## src/rtl/loader_pkg.sv

```systemverilog
`default_nettype none
// ============================================================================
//  Module      : loader_pkg
//  Description : Shared state encoding and default sizes for insn_loader.
//  Revision    : 1.0  initial release
// ============================================================================
package loader_pkg;

    localparam int XLEN_DEF  = 32;
    localparam int DEPTH_DEF = 1024;

    typedef enum logic [2:0] {
        ST_IDLE  = 3'd0,
        ST_CLEAR = 3'd1,
        ST_LOAD  = 3'd2,
        ST_CHECK = 3'd3,
        ST_RUN   = 3'd4,
        ST_ERR   = 3'd5
    } state_t;

endpackage
`default_nettype wire

```

## src/rtl/loader_csum.sv

```systemverilog
`default_nettype none
// ============================================================================
//  Module      : loader_csum
//  Description : Running mod-2^XLEN sum of program words and final compare.
//  Revision    : 1.0  initial release
// ============================================================================
module loader_csum #(
    parameter int XLEN = 32
) (
    input  logic            clk,
    input  logic            rst_n,
    input  logic            clear_i,
    input  logic            add_i,
    input  logic [XLEN-1:0] data_i,
    output logic            match_o
);

    logic [XLEN-1:0] sum_q;
    logic [XLEN-1:0] sum_d;

    always_comb begin
        sum_d = sum_q;
        if (clear_i) begin
            sum_d = '0;
        end else if (add_i) begin
            sum_d = sum_q + data_i;
        end
    end

    always_ff @(posedge clk or negedge rst_n) begin
        if (!rst_n) begin
            sum_q <= '0;
        end else begin
            sum_q <= sum_d;
        end
    end

    assign match_o = (sum_q == data_i);

endmodule
`default_nettype wire

```

## src/rtl/insn_loader.sv

```systemverilog
`default_nettype none
// ============================================================================
//  Module      : insn_loader
//  Description : Zero-fills instruction memory, streams a program into it,
//                then releases the core reset. LOADER_CHECKSUM_EN adds a
//                trailing checksum beat verified before release.
//  Revision    : 1.0  initial release
// ============================================================================
module insn_loader
    import loader_pkg::*;
#(
    parameter int XLEN  = XLEN_DEF,
    parameter int DEPTH = DEPTH_DEF,
    parameter int AW    = $clog2(DEPTH)
) (
    input  logic            clk,
    input  logic            reset,
    input  logic            start,
    input  logic [AW:0]     word_count,
    input  logic            s_valid,
    output logic            s_ready,
    input  logic [XLEN-1:0] s_data,
    output logic            mem_we,
    output logic [AW-1:0]   mem_addr,
    output logic [XLEN-1:0] mem_wdata,
    output logic            core_reset,
    output logic            busy,
    output logic            done,
    output logic            err
);

    localparam logic [AW:0]   DEPTH_W   = (AW+1)'(DEPTH);
    localparam logic [AW-1:0] LAST_ADDR = AW'(DEPTH - 1);
    localparam logic [AW-1:0] ONE_A     = AW'(1);
    localparam logic [AW:0]   ONE_W     = (AW+1)'(1);

`ifdef LOADER_CHECKSUM_EN
    localparam state_t ST_AFTER_LOAD = ST_CHECK;
`else
    localparam state_t ST_AFTER_LOAD = ST_RUN;
`endif

    state_t          state_q, state_d;
    logic [AW-1:0]   cnt_q, cnt_d;
    logic [AW:0]     wc_q, wc_d;
    logic            s_ready_q, s_ready_d;
    logic            mem_we_q, mem_we_d;
    logic [AW-1:0]   mem_addr_q, mem_addr_d;
    logic [XLEN-1:0] mem_wdata_q, mem_wdata_d;
    logic            core_reset_q, core_reset_d;
    logic            busy_q, busy_d;
    logic            done_q, done_d;
    logic            err_q, err_d;
    logic            w_beat;

    assign w_beat = s_valid && s_ready_q;

`ifdef LOADER_CHECKSUM_EN
    logic w_start_ok;
    logic w_csum_add;
    logic w_csum_match;

    assign w_start_ok = start && ((state_q == ST_IDLE) || (state_q == ST_RUN) ||
                                  (state_q == ST_ERR));
    assign w_csum_add = (state_q == ST_LOAD) && w_beat;

    loader_csum #(.XLEN(XLEN)) u_csum (
        .clk     (clk),
        .rst_n   (reset),
        .clear_i (w_start_ok),
        .add_i   (w_csum_add),
        .data_i  (s_data),
        .match_o (w_csum_match)
    );
`endif

    always_comb begin
        state_d     = state_q;
        cnt_d       = cnt_q;
        wc_d        = wc_q;
        mem_we_d    = 1'b0;
        mem_addr_d  = mem_addr_q;
        mem_wdata_d = mem_wdata_q;

        case (state_q)
            ST_IDLE, ST_RUN, ST_ERR: begin
                if (start) begin
                    wc_d = word_count;
                    if (word_count > DEPTH_W) begin
                        state_d = ST_ERR;
                    end else begin
                        state_d     = ST_CLEAR;
                        cnt_d       = '0;
                        mem_we_d    = 1'b1;
                        mem_addr_d  = '0;
                        mem_wdata_d = '0;
                    end
                end
            end
            // cnt_q holds the address of the clear write currently visible.
            ST_CLEAR: begin
                if (cnt_q == LAST_ADDR) begin
                    cnt_d   = '0;
                    state_d = (wc_q == '0) ? ST_AFTER_LOAD : ST_LOAD;
                end else begin
                    cnt_d       = cnt_q + ONE_A;
                    mem_we_d    = 1'b1;
                    mem_addr_d  = cnt_q + ONE_A;
                    mem_wdata_d = '0;
                end
            end
            ST_LOAD: begin
                if (w_beat) begin
                    mem_we_d    = 1'b1;
                    mem_addr_d  = cnt_q;
                    mem_wdata_d = s_data;
                    cnt_d       = cnt_q + ONE_A;
                    if ({1'b0, cnt_q} == (wc_q - ONE_W)) begin
                        state_d = ST_AFTER_LOAD;
                    end
                end
            end
`ifdef LOADER_CHECKSUM_EN
            ST_CHECK: begin
                if (w_beat) begin
                    state_d = w_csum_match ? ST_RUN : ST_ERR;
                end
            end
`endif
            default: state_d = ST_IDLE;
        endcase

        // Outputs are decoded from the next state so they appear registered.
        s_ready_d    = (state_d == ST_LOAD) || (state_d == ST_CHECK);
        busy_d       = (state_d == ST_CLEAR) || (state_d == ST_LOAD) ||
                       (state_d == ST_CHECK);
        err_d        = (state_d == ST_ERR);
        // Release waits one cycle in RUN so the last write lands first.
        done_d       = (state_d == ST_RUN) && (state_q == ST_RUN);
        core_reset_d = done_d;
    end

    always_ff @(posedge clk or negedge reset) begin
        if (!reset) begin
            state_q      <= ST_IDLE;
            cnt_q        <= '0;
            wc_q         <= '0;
            s_ready_q    <= 1'b0;
            mem_we_q     <= 1'b0;
            mem_addr_q   <= '0;
            mem_wdata_q  <= '0;
            core_reset_q <= 1'b0;
            busy_q       <= 1'b0;
            done_q       <= 1'b0;
            err_q        <= 1'b0;
        end else begin
            state_q      <= state_d;
            cnt_q        <= cnt_d;
            wc_q         <= wc_d;
            s_ready_q    <= s_ready_d;
            mem_we_q     <= mem_we_d;
            mem_addr_q   <= mem_addr_d;
            mem_wdata_q  <= mem_wdata_d;
            core_reset_q <= core_reset_d;
            busy_q       <= busy_d;
            done_q       <= done_d;
            err_q        <= err_d;
        end
    end

    assign s_ready    = s_ready_q;
    assign mem_we     = mem_we_q;
    assign mem_addr   = mem_addr_q;
    assign mem_wdata  = mem_wdata_q;
    assign core_reset = core_reset_q;
    assign busy       = busy_q;
    assign done       = done_q;
    assign err        = err_q;

endmodule
`default_nettype wire

```

## config.mk

```make
export PLATFORM = sky130hd
export DESIGN_NAME = insn_loader
export DESIGN_NICKNAME = d
export VERILOG_FILES = /design/src/rtl/loader_pkg.sv /design/src/rtl/loader_csum.sv /design/src/rtl/insn_loader.sv
export SDC_FILE = /design/constraint.sdc
export NUM_CORES = 1
export LEC_CHECK = 0
export BUFFER_PORTS_ARGS = -buffer_cell sky130_fd_sc_hd__buf_2
export CORE_UTILIZATION = 55
export DETAILED_ROUTE_END_ITERATION = 8
export PLACE_DENSITY_LB_ADDON = 0.15
export SYNTH_ARGS = -nofsm -noshare
export SYNTH_HDL_FRONTEND = slang
export SYNTH_HIERARCHICAL = 1
export SYNTH_SLANG_ARGS = --single-unit
```

## constraint.sdc

```tcl
create_clock -name clk -period 6.5 [get_ports clk]
set_input_delay 0.975 -clock clk [delete_from_list [all_inputs] [get_ports clk]]
set_output_delay 0.975 -clock clk [all_outputs]
set_load 0.1 [all_outputs]
```

==> metrics.txt <==
Rel. slew slack 0.296; YS warnings 6; max cap viols 0; Post-DP HPWL 5390 µm; Die Area 6940 µm²; Post-route DRC 0; via count of the routed design 3082; vias in the first global route 2820; dpl cells 546; Highest Clock Rate 348 MHz; P_sw 657 µW; Sw Share 0.414; Clock Tree Buf Depth 2; Int Power 929 µW; Final Non-Filler Cells 561; GRT Util Overall 0.243; postcts setup bufs 0; share of cells above drive strength 1 0.289; clk_lat worst skew 350 ps; H-tree Lvls 3; CP max FO 85; initial cell density of the core 0.573; Comb power frac 0.350; clock sink count 71; drt pass-1 iters 4; clock root buffer clkbuf_8; sequential area share after synthesis 0.489; Finish-stage setup viols 0; Peak VDD IR 0.328 mV; Yosys reg bits 71; Die Ht 83.3 µm; critical path startpoint category flop; Final nets 529; die width 83.3 µm; worst-margin pin slew 1050 ps; global-route wire length before repair 13500 µm; Worst Path Arrival 3060 ps; commonest non-fill, non-tap cells in the layout 95 x nand2_1, 94 x buf_2, 71 x dfrtp_1; Final ANT Viol Nets 0; io pins 95; Syn Inst Count 402; max incr delay on CP 600 ps; asr flop ratio synth 1.00; Clock Power Share 0.247; n_diodes 0; number of gates resized after CTS 0; Avg Synthesized Cell Area 9.04 µm²; vias per cell 5.49; Seq pwr share 0.404; cts bufs inserted 9; top_reg_cell synth dfrtp_1; Final Critical Period 2870 ps; outcome finished, final reports clean; Synth Net Count 451; IO Port Bufs 94; Worst Path Buf+Inv 1; largest net degree at the start of global routing 86; WS Path Type flop to flop; 1st-iter DRT viols 207; Core ar. 6350 µm²; Clock Skew 10.8 ps; Wirelength per Cell 13.9 µm; Area Growth Syn to Fin 17.8%; most common cell after layout, fill and taps aside nand2_1; synth unique cells 47; RSZ-0062 raised after global routing false; Worst-path clk slew 70 ps; Max stage delay cell, worst path buf_4; Tightest Hold Check Type flop to flop; initial antenna violation count 0; fin crit share 0.442; TritonCTS clock tree yes; cells along the critical path ha_1 > nand3_4 > nor4_4 > o22ai_4 > a21oi_4 > buf_4 > o21ai_0; GP Congestion 0.790; total gr overflow 0; number of synthesized flops with an enable pin 0; setup_tns 0 ps; final hold vios 0; Worst setup EP type flop; final WL 7790 µm; CP delay by family, top simple AND/OR/NAND/NOR gates; hold_buf cts 0; Post-Syn Area 3640 µm²; Critical Path RT 6690 ps; Slew Viols, Final 0; P_leak 2.02 nW; Cell Rows 29; PD cells 370 nW/µm²
-- cell type report --
class | count | area [µm²]
fill | 511 | 2070
sequential | 71 | 1780
multi-input combinational | 294 | 1670
timing repair buffer | 97 | 493
clock buffer | 10 | 138
tap | 77 | 96.3
clock inverter | 5 | 81.3
inverter | 7 | 26.3
-- path summary, 6_finish.rpt --
check                              startpoint       endpoint  slack (ps)  cells past startpoint
min in group asynchronous               reset            err         830                      2
max in group asynchronous               reset    mem_addr[4]        5100                      2
worst min-delay path            mem_wdata[29]  mem_wdata[29]         470                      2
worst max-delay path                 cnt_q[0]    mem_addr[5]        3630                      7
worst min register to register  mem_wdata[29]  mem_wdata[29]         470                      2
worst max register to register       cnt_q[0]    mem_addr[5]        3630                      7
-- power by group through the flow --
| stage | registers, mW | clock network (mW) | logic (mW) |
|---|---|---|---|
| 2_1_floorplan | 0.768 | 0 | 0.319 |
| 3_3_place_gp | 0.643 | 0 | 0.540 |
| 3_5_place_dp | 0.645 | 0 | 0.553 |
| 4_1_cts | 0.637 | 0.398 | 0.555 |
| 5_1_grt | 0.657 | 0.413 | 0.609 |
| 6_report | 0.640 | 0.391 | 0.554 |
-- through the flow --
stage	power (mW)	worst slack (ps)	hold WS (ps)	util	cell area (µm²)
2_1_floorplan	1.09	4200	454	-	3640
3_3_place_gp	1.18	3570	454	0.640	4060
3_5_place_dp	1.20	3430	462	0.640	4060
4_1_cts	1.59	3610	478	0.674	4280
5_1_grt	1.68	3290	494	0.674	4280
6_report	1.59	3630	473	0.674	4280
-- layer usage --
layer | GRT usage | part of all wire | up-vias
met4 | 0.0987 | 0.017 | 0
li1 | - | - | 1543
met1 | 0.344 | 0.46 | 1442
met5 | 0 | 0 | -
met3 | 0.0437 | 0.047 | 13
met2 | 0.370 | 0.47 | 84
-- synthesized netlist by cell type, types with 2 or more instances --
cell | count | area share
xnor2_1 | 11 | 0.026
nand3_1 | 8 | 0.011
inv_1 | 6 | 0.0062
buf_2 | 8 | 0.011
nor2b_1 | 4 | 0.0069
ha_1 | 2 | 0.0069
a31oi_1 | 11 | 0.019
nand4_1 | 2 | 0.0034
nor2_1 | 15 | 0.015
nor4_4 | 2 | 0.012
a41oi_1 | 2 | 0.0048
nor4_1 | 3 | 0.0052
mux2_2 | 9 | 0.028
or3_1 | 4 | 0.0069
a31o_2 | 2 | 0.0048
nor3_1 | 13 | 0.018
dfrtp_1 | 71 | 0.49
a211oi_1 | 2 | 0.0041
nand2_1 | 95 | 0.098
buf_6 | 6 | 0.019
and4b_1 | 2 | 0.0055
a21oi_1 | 22 | 0.030
clkbuf_1 | 14 | 0.014
buf_4 | 2 | 0.0041
and3_1 | 2 | 0.0034
nand2b_1 | 6 | 0.010
a21o_1 | 2 | 0.0041
o21ai_2 | 7 | 0.017
o21ai_0 | 51 | 0.070
-- worst register-to-register path, stage by stage (launching register included) --
cell,delay [ps]
dfrtp_1,490
ha_1,360
nand3_4,150
nor4_4,470
o22ai_4,240
a21oi_4,160
buf_4,600
o21ai_0,240
-- cell families after synthesis --
| logic type | synth area share |
|---|---|
| mux | 0.0279 |
| flops | 0.489 |
| xor+xnor | 0.0289 |
| compound gates | 0.178 |
| simple gates | 0.214 |
| buf+inv | 0.0554 |
| fa+ha+maj | 0.00688 |
-- registers in the layout, indices dropped and copies added (netlist names) --
name and cells:
s_ready 1, err 1, mem_wdata 32, cnt_q 10
state_q 3, mem_addr 10, wc_q 11, busy 1
mem_we 1, done 1
Power figures use the tool's default switching activity.
